`config.mk`:
```
export PLATFORM = sky130hd
export DESIGN_NAME = sram_stream_ctrl
export DESIGN_NICKNAME = d
export VERILOG_FILES = /design/src/rtl/sram_stream_ctrl.sv
export SDC_FILE = /design/constraint.sdc
export NUM_CORES = 1
export LEC_CHECK = 0
export BUFFER_PORTS_ARGS = -buffer_cell sky130_fd_sc_hd__buf_4
export CAP_MARGIN = 10
export CORE_UTILIZATION = 45
export CTS_CLUSTER_DIAMETER = 200
export DETAILED_ROUTE_END_ITERATION = 16
export HOLD_SLACK_MARGIN = 0.06
export PLACE_DENSITY = 0.66
export RECOVER_POWER = 100
export SETUP_SLACK_MARGIN = 0.02
export SLEW_MARGIN = 20
export SYNTH_ARGS = -nofsm -noshare
export SYNTH_HDL_FRONTEND = slang
export SYNTH_SLANG_ARGS = --single-unit
```
`constraint.sdc`:
```
create_clock -name clk -period 3.9 [get_ports clk]
set_input_delay 0.195 -clock clk [delete_from_list [all_inputs] [get_ports clk]]
set_output_delay 0.195 -clock clk [all_outputs]
set_load 0.02 [all_outputs]
```
`src/rtl/sram_stream_ctrl.sv`:
```
// Streaming initiator for the single-port message SRAM: FILL turns a valid/ready
// stream into sequential writes, DRAIN turns sequential reads into a backpressured stream.
module sram_stream_ctrl #(
  parameter int WIDTH = 8,
  parameter int DEPTH = 1024,
  parameter int AW    = 20
) (
  input  logic             clk,
  input  logic             rst,
  input  logic             i_start,
  input  logic             i_mode,
  input  logic [AW-1:0]    i_base,
  input  logic [AW-1:0]    i_len,
  output logic             o_busy,
  output logic             o_done,
  input  logic             i_in_valid,
  input  logic [WIDTH-1:0] i_in_data,
  output logic             o_in_ready,
  output logic             o_out_valid,
  output logic [WIDTH-1:0] o_out_data,
  input  logic             i_out_ready,
  output logic             o_wen,
  output logic [AW-1:0]    o_waddr,
  output logic [AW-1:0]    o_raddr,
  output logic [WIDTH-1:0] o_wdata,
  input  logic [WIDTH-1:0] i_rdata
);

  typedef enum logic [1:0] {
    S_IDLE  = 2'd0,
    S_FILL  = 2'd1,
    S_DRAIN = 2'd2,
    S_DONE  = 2'd3
  } state_e;

  localparam logic [AW-1:0] DEPTH_A = AW'(DEPTH);

  function automatic logic [AW-1:0] eff_len(input logic [AW-1:0] len);
    return (len > DEPTH_A) ? DEPTH_A : len;
  endfunction

  state_e           state_q, state_d;
  logic [AW-1:0]    base_q, base_d;
  logic [AW-1:0]    len_q, len_d;
  logic [AW-1:0]    req_cnt_q, req_cnt_d;
  logic [AW-1:0]    pop_cnt_q, pop_cnt_d;
  logic             wen_q, wen_d;
  logic [AW-1:0]    waddr_q, waddr_d;
  logic [AW-1:0]    raddr_q, raddr_d;
  logic [WIDTH-1:0] wdata_q, wdata_d;
  logic             rd_addr_q, rd_addr_d;
  logic             rd_data_q, rd_data_d;
  logic             wr_ptr_q, wr_ptr_d;
  logic             rd_ptr_q, rd_ptr_d;
  logic [1:0]       fifo_cnt_q, fifo_cnt_d;
  logic [WIDTH-1:0] fifo_q [2];
  logic [WIDTH-1:0] fifo_d [2];

  logic [AW-1:0]    start_len;
  logic [1:0]       fifo_after;
  logic             in_ready, fill_hs, out_valid, pop, push;
  logic             start_drain, issue_drain;

  // rd_addr_q: an address sits on o_raddr not yet sampled by the SRAM.
  // rd_data_q: i_rdata carries a word not yet pushed. While o_raddr is held,
  // the SRAM re-reads the same entry, so an unpushed word stays on the bus.
  always_comb begin
    start_len   = eff_len(i_len);
    in_ready    = (state_q == S_FILL) && (req_cnt_q < len_q);
    fill_hs     = in_ready && i_in_valid;
    out_valid   = (state_q == S_DRAIN) && (fifo_cnt_q != 2'd0);
    pop         = out_valid && i_out_ready;
    push        = rd_data_q && ((fifo_cnt_q != 2'd2) || pop);
    fifo_after  = fifo_cnt_q + {1'b0, push} - {1'b0, pop};
    start_drain = (state_q == S_IDLE) && i_start && i_mode && (start_len != '0);
    issue_drain = (state_q == S_DRAIN) && (req_cnt_q < len_q) && (fifo_after < 2'd2);
  end

  always_comb begin
    state_d = state_q;
    case (state_q)
      S_IDLE: begin
        if (i_start) begin
          if (start_len == '0) state_d = S_DONE;
          else if (i_mode)     state_d = S_DRAIN;
          else                 state_d = S_FILL;
        end
      end
      S_FILL:  if (req_cnt_q == len_q) state_d = S_DONE;
      S_DRAIN: if (pop && (pop_cnt_q == len_q - AW'(1))) state_d = S_DONE;
      S_DONE:  state_d = S_IDLE;
      default: state_d = S_IDLE;
    endcase
  end

  always_comb begin
    base_d     = base_q;
    len_d      = len_q;
    req_cnt_d  = req_cnt_q;
    pop_cnt_d  = pop_cnt_q;
    wen_d      = 1'b0;
    waddr_d    = waddr_q;
    wdata_d    = wdata_q;
    raddr_d    = raddr_q;
    rd_addr_d  = 1'b0;
    rd_data_d  = rd_addr_q | (rd_data_q & ~push);
    wr_ptr_d   = wr_ptr_q;
    rd_ptr_d   = rd_ptr_q;
    fifo_cnt_d = fifo_after;
    fifo_d     = fifo_q;

    if ((state_q == S_IDLE) && i_start) begin
      base_d    = i_base;
      len_d     = start_len;
      req_cnt_d = '0;
      pop_cnt_d = '0;
    end
    // The first read goes out on the start edge so data reaches the stream two cycles later.
    if (start_drain) begin
      raddr_d   = i_base;
      req_cnt_d = AW'(1);
      rd_addr_d = 1'b1;
    end
    if (fill_hs) begin
      wen_d     = 1'b1;
      waddr_d   = base_q + req_cnt_q;
      wdata_d   = i_in_data;
      req_cnt_d = req_cnt_q + AW'(1);
    end
    if (issue_drain) begin
      raddr_d   = base_q + req_cnt_q;
      req_cnt_d = req_cnt_q + AW'(1);
      rd_addr_d = 1'b1;
    end
    if (push) begin
      fifo_d[wr_ptr_q] = i_rdata;
      wr_ptr_d         = ~wr_ptr_q;
    end
    if (pop) begin
      rd_ptr_d  = ~rd_ptr_q;
      pop_cnt_d = pop_cnt_q + AW'(1);
    end
  end

  always_comb begin
    o_busy      = (state_q != S_IDLE);
    o_done      = (state_q == S_DONE);
    o_in_ready  = in_ready;
    o_out_valid = out_valid;
    o_out_data  = out_valid ? fifo_q[rd_ptr_q] : '0;
    o_wen       = wen_q;
    o_waddr     = waddr_q;
    o_raddr     = raddr_q;
    o_wdata     = wdata_q;
  end

  always_ff @(posedge clk or posedge rst) begin
    if (rst) begin
      state_q    <= S_IDLE;
      base_q     <= '0;
      len_q      <= '0;
      req_cnt_q  <= '0;
      pop_cnt_q  <= '0;
      wen_q      <= 1'b0;
      waddr_q    <= '0;
      raddr_q    <= '0;
      wdata_q    <= '0;
      rd_addr_q  <= 1'b0;
      rd_data_q  <= 1'b0;
      wr_ptr_q   <= 1'b0;
      rd_ptr_q   <= 1'b0;
      fifo_cnt_q <= 2'd0;
    end else begin
      state_q    <= state_d;
      base_q     <= base_d;
      len_q      <= len_d;
      req_cnt_q  <= req_cnt_d;
      pop_cnt_q  <= pop_cnt_d;
      wen_q      <= wen_d;
      waddr_q    <= waddr_d;
      raddr_q    <= raddr_d;
      wdata_q    <= wdata_d;
      rd_addr_q  <= rd_addr_d;
      rd_data_q  <= rd_data_d;
      wr_ptr_q   <= wr_ptr_d;
      rd_ptr_q   <= rd_ptr_d;
      fifo_cnt_q <= fifo_cnt_d;
    end
  end

  always_ff @(posedge clk) begin
    fifo_q <= fifo_d;
  end

endmodule

```
==> results of run 1 <==
==> synthesized netlist by cell type (3+ instances only) <==
cell type    n
a31oi_1      7
xor2_1      19
xnor2_1     30
buf_2        3
ha_1        49
nand3_1     35
a211oi_1    11
clkbuf_1    26
a21oi_1     40
nand2_1    138
edfxtp_1    16
and3_1      16
nor2_1      75
mux2_2      28
or3_1        3
o21a_1       4
o21ai_1      4
nor4b_1      3
inv_1       38
a211o_1      4
mux2i_1     27
o31ai_1      4
dfrtp_1    137
a21o_1       9
nand4_1     14
o211ai_1     4
nor4_1       7
o31a_1       3
or4_1        3
o21bai_1     3
nor3_1      11
o21ai_0     88
==> per-stage QoR <==
step           worst slack (ns)  std cells  hold slack, ns  power (mW)  utilization [%]
2_1_floorplan            0.0219        894           0.294        3.41                -
3_3_place_gp              0.704       1227           0.381        3.99             53.2
3_5_place_dp              0.615       1227           0.384        4.03             53.2
6_report                  0.475       1307           0.104        5.66             57.7
5_1_grt                   0.138       1307           0.137        6.02             57.7
4_1_cts                   0.594       1307          0.0936        5.82             59.2
==> power by group <==
group	internal (mW)	switching (mW)
Sequential	1.86	0.176
Combinational	0.671	1.22
Clock	0.992	0.744
==> metal layers <==
layer / part of all wire (%) / up-vias / global-route usage [%]
li1: - / 3531 / -
met1: 48 / 3253 / 29.0
met2: 46 / 154 / 34.2
met3: 5.0 / 15 / 5.33
met4: 1.0 / 0 / 5.49
met5: 0 / - / 0
==> sequential cells by signal, summed over array words and instances, names as in the netlist <==
name,flops
base_q,20
fifo_cnt_q,2
fifo_q,16
len_q,20
o_raddr,20
o_waddr,20
o_wdata,8
o_wen,1
pop_cnt_q,20
rd_addr_q,1
rd_data_q,1
rd_ptr_q,1
req_cnt_q,20
state_q,2
wr_ptr_q,1
==> final cells by class <==
cell class	count	area [µm²]
timing repair buffer	183	1230
clock buffer	18	439
tap	229	287
sequential	153	3910
multi-input combinational	671	4350
fill	1646	7730
clock inverter	14	175
inverter	39	150
==> cell families (layout without fill, tap and decap cells) <==
logic type,count (synthesis),count (layout),share of synthesized area [%]
buffers and inverters,70,254,3.21
DFF,153,153,45.8
muxes,56,56,7.04
xor gates and xnor gates,49,49,5.03
and+or+nand+nor,321,321,17.5
adders and majority gates,50,50,7.42
AOI/OAI and AO/OA,195,195,14.0
==> timing repair <==
action | in CTS | in global routing
hold buffers | 48 | 0
gates resized for setup | 0 | 0
setup endpoints to repair | 0 | 0
hold endpoints to repair | 140 | 0
==> worst max-delay path, stage by stage (launching register included) <==
cell      delay (ns)
dfrtp_1         0.40
inv_1           0.10
ha_1            0.21
o21ai_0         0.10
inv_1           0.08
nand2_1         0.11
clkinv_1        0.07
clkbuf_1        0.19
ha_1            0.32
inv_1           0.04
ha_1            0.17
xnor2_1         0.18
xnor2_1         0.17
or2_2           0.17
a211oi_2        0.08
nor2_1          0.62
o21ai_0         0.20
o21ai_0         0.11
==> worst max path at each step <==
| stage | startpoint | end |
|---|---|---|
| 4_1_cts | state_q[0] | req_cnt_q[18] |
| 2_1_floorplan | state_q[0] | req_cnt_q[14] |
| 6_report | state_q[0] | req_cnt_q[10] |
| 3_3_place_gp | state_q[0] | req_cnt_q[19] |
| 5_1_grt | state_q[0] | req_cnt_q[11] |
| 3_5_place_dp | state_q[0] | req_cnt_q[18] |
==> flow_metrics.tcl, run 1 <==
set metrics [dict create \
    grt_pass1_wl_mm 33.3 \
    synthDistinctLibCells 62 \
    tritoncts "built" \
    grt_setup_unrepaired "no" \
    rr_endpoint "req_cnt_q[10]" \
    synth_ff_type "dfrtp_1" \
    post-synth-top-area-cell "dfrtp_1" \
    dp_hpwl_mm 14.1 \
    wl_per_cell_um 15.0 \
    reg2reg_from "state_q[0]" \
    grt_max_degree 84 \
    critPathCaptureType "register" \
    first_pass_iters 5 \
    cts_made_buffers 17 \
    start_util_pct 46.7 \
    finalHoldViolations 0 \
    min_to "state_q[1]" \
    synth_area_um2 8530 \
    post-route-period-util_pct 87.8 \
    synthTopCellsByArea "dfrtp_1, ha_1, nand2_1, edfxtp_1, o21ai_0" \
    htreeDepth 4 \
    ir_drop_v 0.000561 \
    clock-sinks 153 \
    critPathRequiredTime_ns 4.25 \
    area_growth_pct 23.5 \
    maxCapViolCount 2 \
    cts_buffer_depth 2 \
    final_cell_mix "nand2_1, dfrtp_1, o21ai_0, nor2_1, clkbuf_1" \
    drt_iter0_drc 310 \
    ys_seq_elements 153 \
    reg2reg_slack_ns 0.47 \
    setup_viol 0 \
    avgSynthCellArea_um2 9.55 \
    clkLatencyLatePin_ns 0.43 \
    outcome "complete, but fails checks" \
    critPathKind "reg -> reg" \
    place_area_um2 9720 \
    setup_tns_ns 0 \
    syn-num-nets 1006 \
    routed_wl_mm 19.6 \
    yosysWarnings 0 \
    min_from "i_mode" \
    relSlewSlack_pct -18.2 \
    routed-via-count 6953 \
    post-cts-setup-buffers 0 \
    finClkSkew_ns 0.0120 \
    cts_root_buf "clkbuf_16" \
    cp_max_fo 13 \
    nNetsFinal 1177 \
    die_h_um 140 \
    grt_pass1_vias 6708 \
    gr-total-overflow 0 \
    final_antenna_net_count 0 \
    ys_async_sr_fraction_pct 89.5 \
    final_layout_size_suffix_gt1_share_pct 12.7 \
    grt_usage_pct 21.4 \
    antenna_cells 0 \
    post_drt_via_cell_ratio 5.32 \
    port_buffers 122 \
    clk_pin_slew_ns 0.07 \
    die_w_um 140 \
    final_common_cell "nand2_1" \
    core.rowCount 49 \
    dieArea_um2 19500 \
    worst_slew_pin_slew_ns 1.77 \
    hold_path_class "in -> reg" \
    synthCells 894 \
    pin_count 123 \
    synth.top_cell.area_share_pct 40.2 \
    synth_edf_count 16 \
    finalInstanceArea_um2 10500 \
    reg2reg_depth 17 \
    leakage_nw 4.94 \
    max_freq_ghz 0.292 \
    drcViolationCount 0 \
    grt_antenna_before_repair 0 \
    core_area_um2 18300 \
    pwr_density_cell_nw_per_um2 537 \
    hold_path_depth 3 \
    final_max_slew_viol_count 113 \
    cp.arrival_ns 3.77 \
    gp_congestion 0.916 \
    period_needed_ns 3.43 \
    violations "capacitance limit, slew limit" \
    worst_setup_path_start_kind "register" \
    ys_seq_area_share_pct 45.8 \
]
Note: power is estimated with default switching activity, not from simulation.
==> inputs of run 2 (changes only) <==
--- a/config.mk
+++ b/config.mk
@@ -11,10 +11,10 @@
 export CTS_CLUSTER_DIAMETER = 200
 export DETAILED_ROUTE_END_ITERATION = 16
 export HOLD_SLACK_MARGIN = 0.06
-export PLACE_DENSITY = 0.66
+export PLACE_DENSITY = 0.68
 export RECOVER_POWER = 100
 export SETUP_SLACK_MARGIN = 0.02
-export SLEW_MARGIN = 20
+export SLEW_MARGIN = 5
 export SYNTH_ARGS = -nofsm -noshare
 export SYNTH_HDL_FRONTEND = slang
 export SYNTH_SLANG_ARGS = --single-unit
==> run 2 against run 1 <==
Net effect:
- the flow still finishes with violations (capacitance limit, slew limit)
- hold slack better by 0.012 ns
- clock skew is 0.00080 ns higher
- global-route usage is 0.19 points higher
- clock power is 9% lower
- via count is 0.75% higher
- register-to-register slack worse by 0.07 ns
- first-iteration DRC count is 28% higher
- fmax is 2.0% lower
- sequential power hardly changed
- critical path depth is 7 lower
- sequential share of layout area is 0.28 points higher
- final cell count is 0.15% lower
==> flow_metrics.tcl, run 2 (same netlist as run 1, synthesis figures left out) <==
set metrics [dict create \
    worst_setup_path_start_kind "register" \
    reg2reg_slack_ns 0.41 \
    critPathRequiredTime_ns 4.21 \
    cts_root_buf "clkbuf_16" \
    dp_hpwl_mm 14.1 \
    clock-sinks 153 \
    gp_congestion 0.900 \
    critPathKind "reg -> reg" \
    max_freq_ghz 0.286 \
    setup_tns_ns 0 \
    min_to "state_q[1]" \
    finalInstanceArea_um2 10500 \
    clk_pin_slew_ns 0.06 \
    antenna_cells 0 \
    post-cts-setup-buffers 0 \
    pwr_density_cell_nw_per_um2 527 \
    relSlewSlack_pct -41.6 \
    port_buffers 122 \
    core_area_um2 18300 \
    place_area_um2 9700 \
    final_layout_size_suffix_gt1_share_pct 12.7 \
    grt_antenna_before_repair 0 \
    finClkSkew_ns 0.0128 \
    dieArea_um2 19500 \
    drt_iter0_drc 396 \
    cp.arrival_ns 3.80 \
    routed_wl_mm 19.7 \
    cp_max_fo 7 \
    reg2reg_depth 10 \
    start_util_pct 46.7 \
    critPathCaptureType "register" \
    first_pass_iters 4 \
    final_max_slew_viol_count 131 \
    seqCellArea_um2 3910 \
    die_h_um 140 \
    setup_viol 0 \
    maxCapViolCount 2 \
    grt_max_degree 101 \
    grt_pass1_vias 6977 \
    core.rowCount 49 \
    grt_setup_unrepaired "no" \
    pin_count 123 \
    post-route-period-util_pct 89.6 \
    finalHoldViolations 0 \
    hold_path_depth 3 \
    routed-via-count 7005 \
    final_cell_mix "nand2_1, dfrtp_1, o21ai_0, nor2_1, clkbuf_1" \
    min_from "i_mode" \
    post_drt_via_cell_ratio 5.37 \
    cts_made_buffers 17 \
    ir_drop_v 0.000529 \
    reg2reg_from "len_q[0]" \
    gr-total-overflow 0 \
    clkLatencyLatePin_ns 0.43 \
    worst_slew_pin_slew_ns 2.12 \
    final_antenna_net_count 0 \
    leakage_nw 4.88 \
    nNetsFinal 1175 \
    hold_path_class "in -> reg" \
    outcome "complete, but fails checks" \
    drcViolationCount 0 \
    final_common_cell "nand2_1" \
    multiInputGateArea_um2 4340 \
    tritoncts "built" \
    violations "capacitance limit, slew limit" \
    htreeDepth 4 \
    period_needed_ns 3.49 \
    cts_buffer_depth 2 \
    rr_endpoint "state_q[0]" \
    grt_usage_pct 21.6 \
    die_w_um 140 \
    grt_pass1_wl_mm 33.9 \
    area_growth_pct 22.6 \
    n_fill_cell 1670 \
    wl_per_cell_um 15.1 \
]
run 2: worst max-delay path by stage:
| stage | startpoint | to | slack [ns] | cells after the start |
|---|---|---|---|---|
| final | len_q[0] | state_q[0] | 0.41 | 10 |
| after global routing | state_q[0] | req_cnt_q[18] | 0.08 | 17 |
| after CTS | state_q[0] | req_cnt_q[18] | 0.24 | 17 |
| after detailed placement | state_q[0] | req_cnt_q[19] | 0.28 | 17 |
| after global placement | state_q[0] | req_cnt_q[19] | 0.34 | 17 |
| after floorplan | state_q[0] | req_cnt_q[14] | 0.02 | 19 |
run 2: routing by layer:
layer / wire length (µm) / part of all wire (%) / vias to the layer above / track usage, %
met5: 0 / 0 / - / 0
met4: 180 / 0.92 / 0 / 4.68
met3: 939 / 4.8 / 12 / 4.96
met2: 9270 / 47 / 143 / 35.4
met1: 9280 / 47 / 3334 / 29.1
li1: - / - / 3516 / -
run 2: stage by stage:
| step | std cells | utilization, % | setup WS, ns | hold slack, ns | power, mW |
|---|---|---|---|---|---|
| finish | 1305 | 57.3 | 0.406 | 0.116 | 5.51 |
| global route | 1305 | 57.3 | 0.0765 | 0.149 | 5.90 |
| CTS | 1305 | 58.8 | 0.242 | 0.118 | 5.66 |
| detailed placement | 1225 | 53.1 | 0.275 | 0.384 | 4.04 |
| global placement | 1225 | 53.1 | 0.337 | 0.381 | 3.98 |
| floorplan | 894 | - | 0.0219 | 0.294 | 3.41 |
run 2: what timing repair did:
action	in CTS	in global routing
hold buffers	48	0
gates resized for setup	0	2
endpoints found under the hold margin	154	0
setup endpoints to repair	0	35
run 2: worst max-delay path, cell delays in order, from the launching register on:
cell and delay, ns:
dfrtp_1 0.48, inv_1 0.11, ha_1 0.28, nor4b_2 0.55, and4_1 0.37, a21oi_1 0.09
and4b_1 0.25, nand4_1 0.11, a2111oi_2 0.56, o221ai_2 0.25, mux2_4 0.34
run 2: area by class of cell:
type	count	area share (%)
Timing Repair Buffer	181	11.6
Clock inverter	14	1.21
Sequential cell	153	37.4
Clock buffer	18	4.10
Inverter	39	1.44
Tap cell	229	2.74
Multi-Input combinational cell	671	41.5
run 2: power by group:
| part | leakage, nW | switching (mW) | total, mW | internal, mW |
|---|---|---|---|---|
| clock network | 0.272 | 0.739 | 1.58 | 0.843 |
| logic | 2.74 | 1.22 | 1.89 | 0.670 |
| registers | 1.87 | 0.177 | 2.04 | 1.86 |
| total | 4.88 | 2.13 | 5.51 | 3.38 |
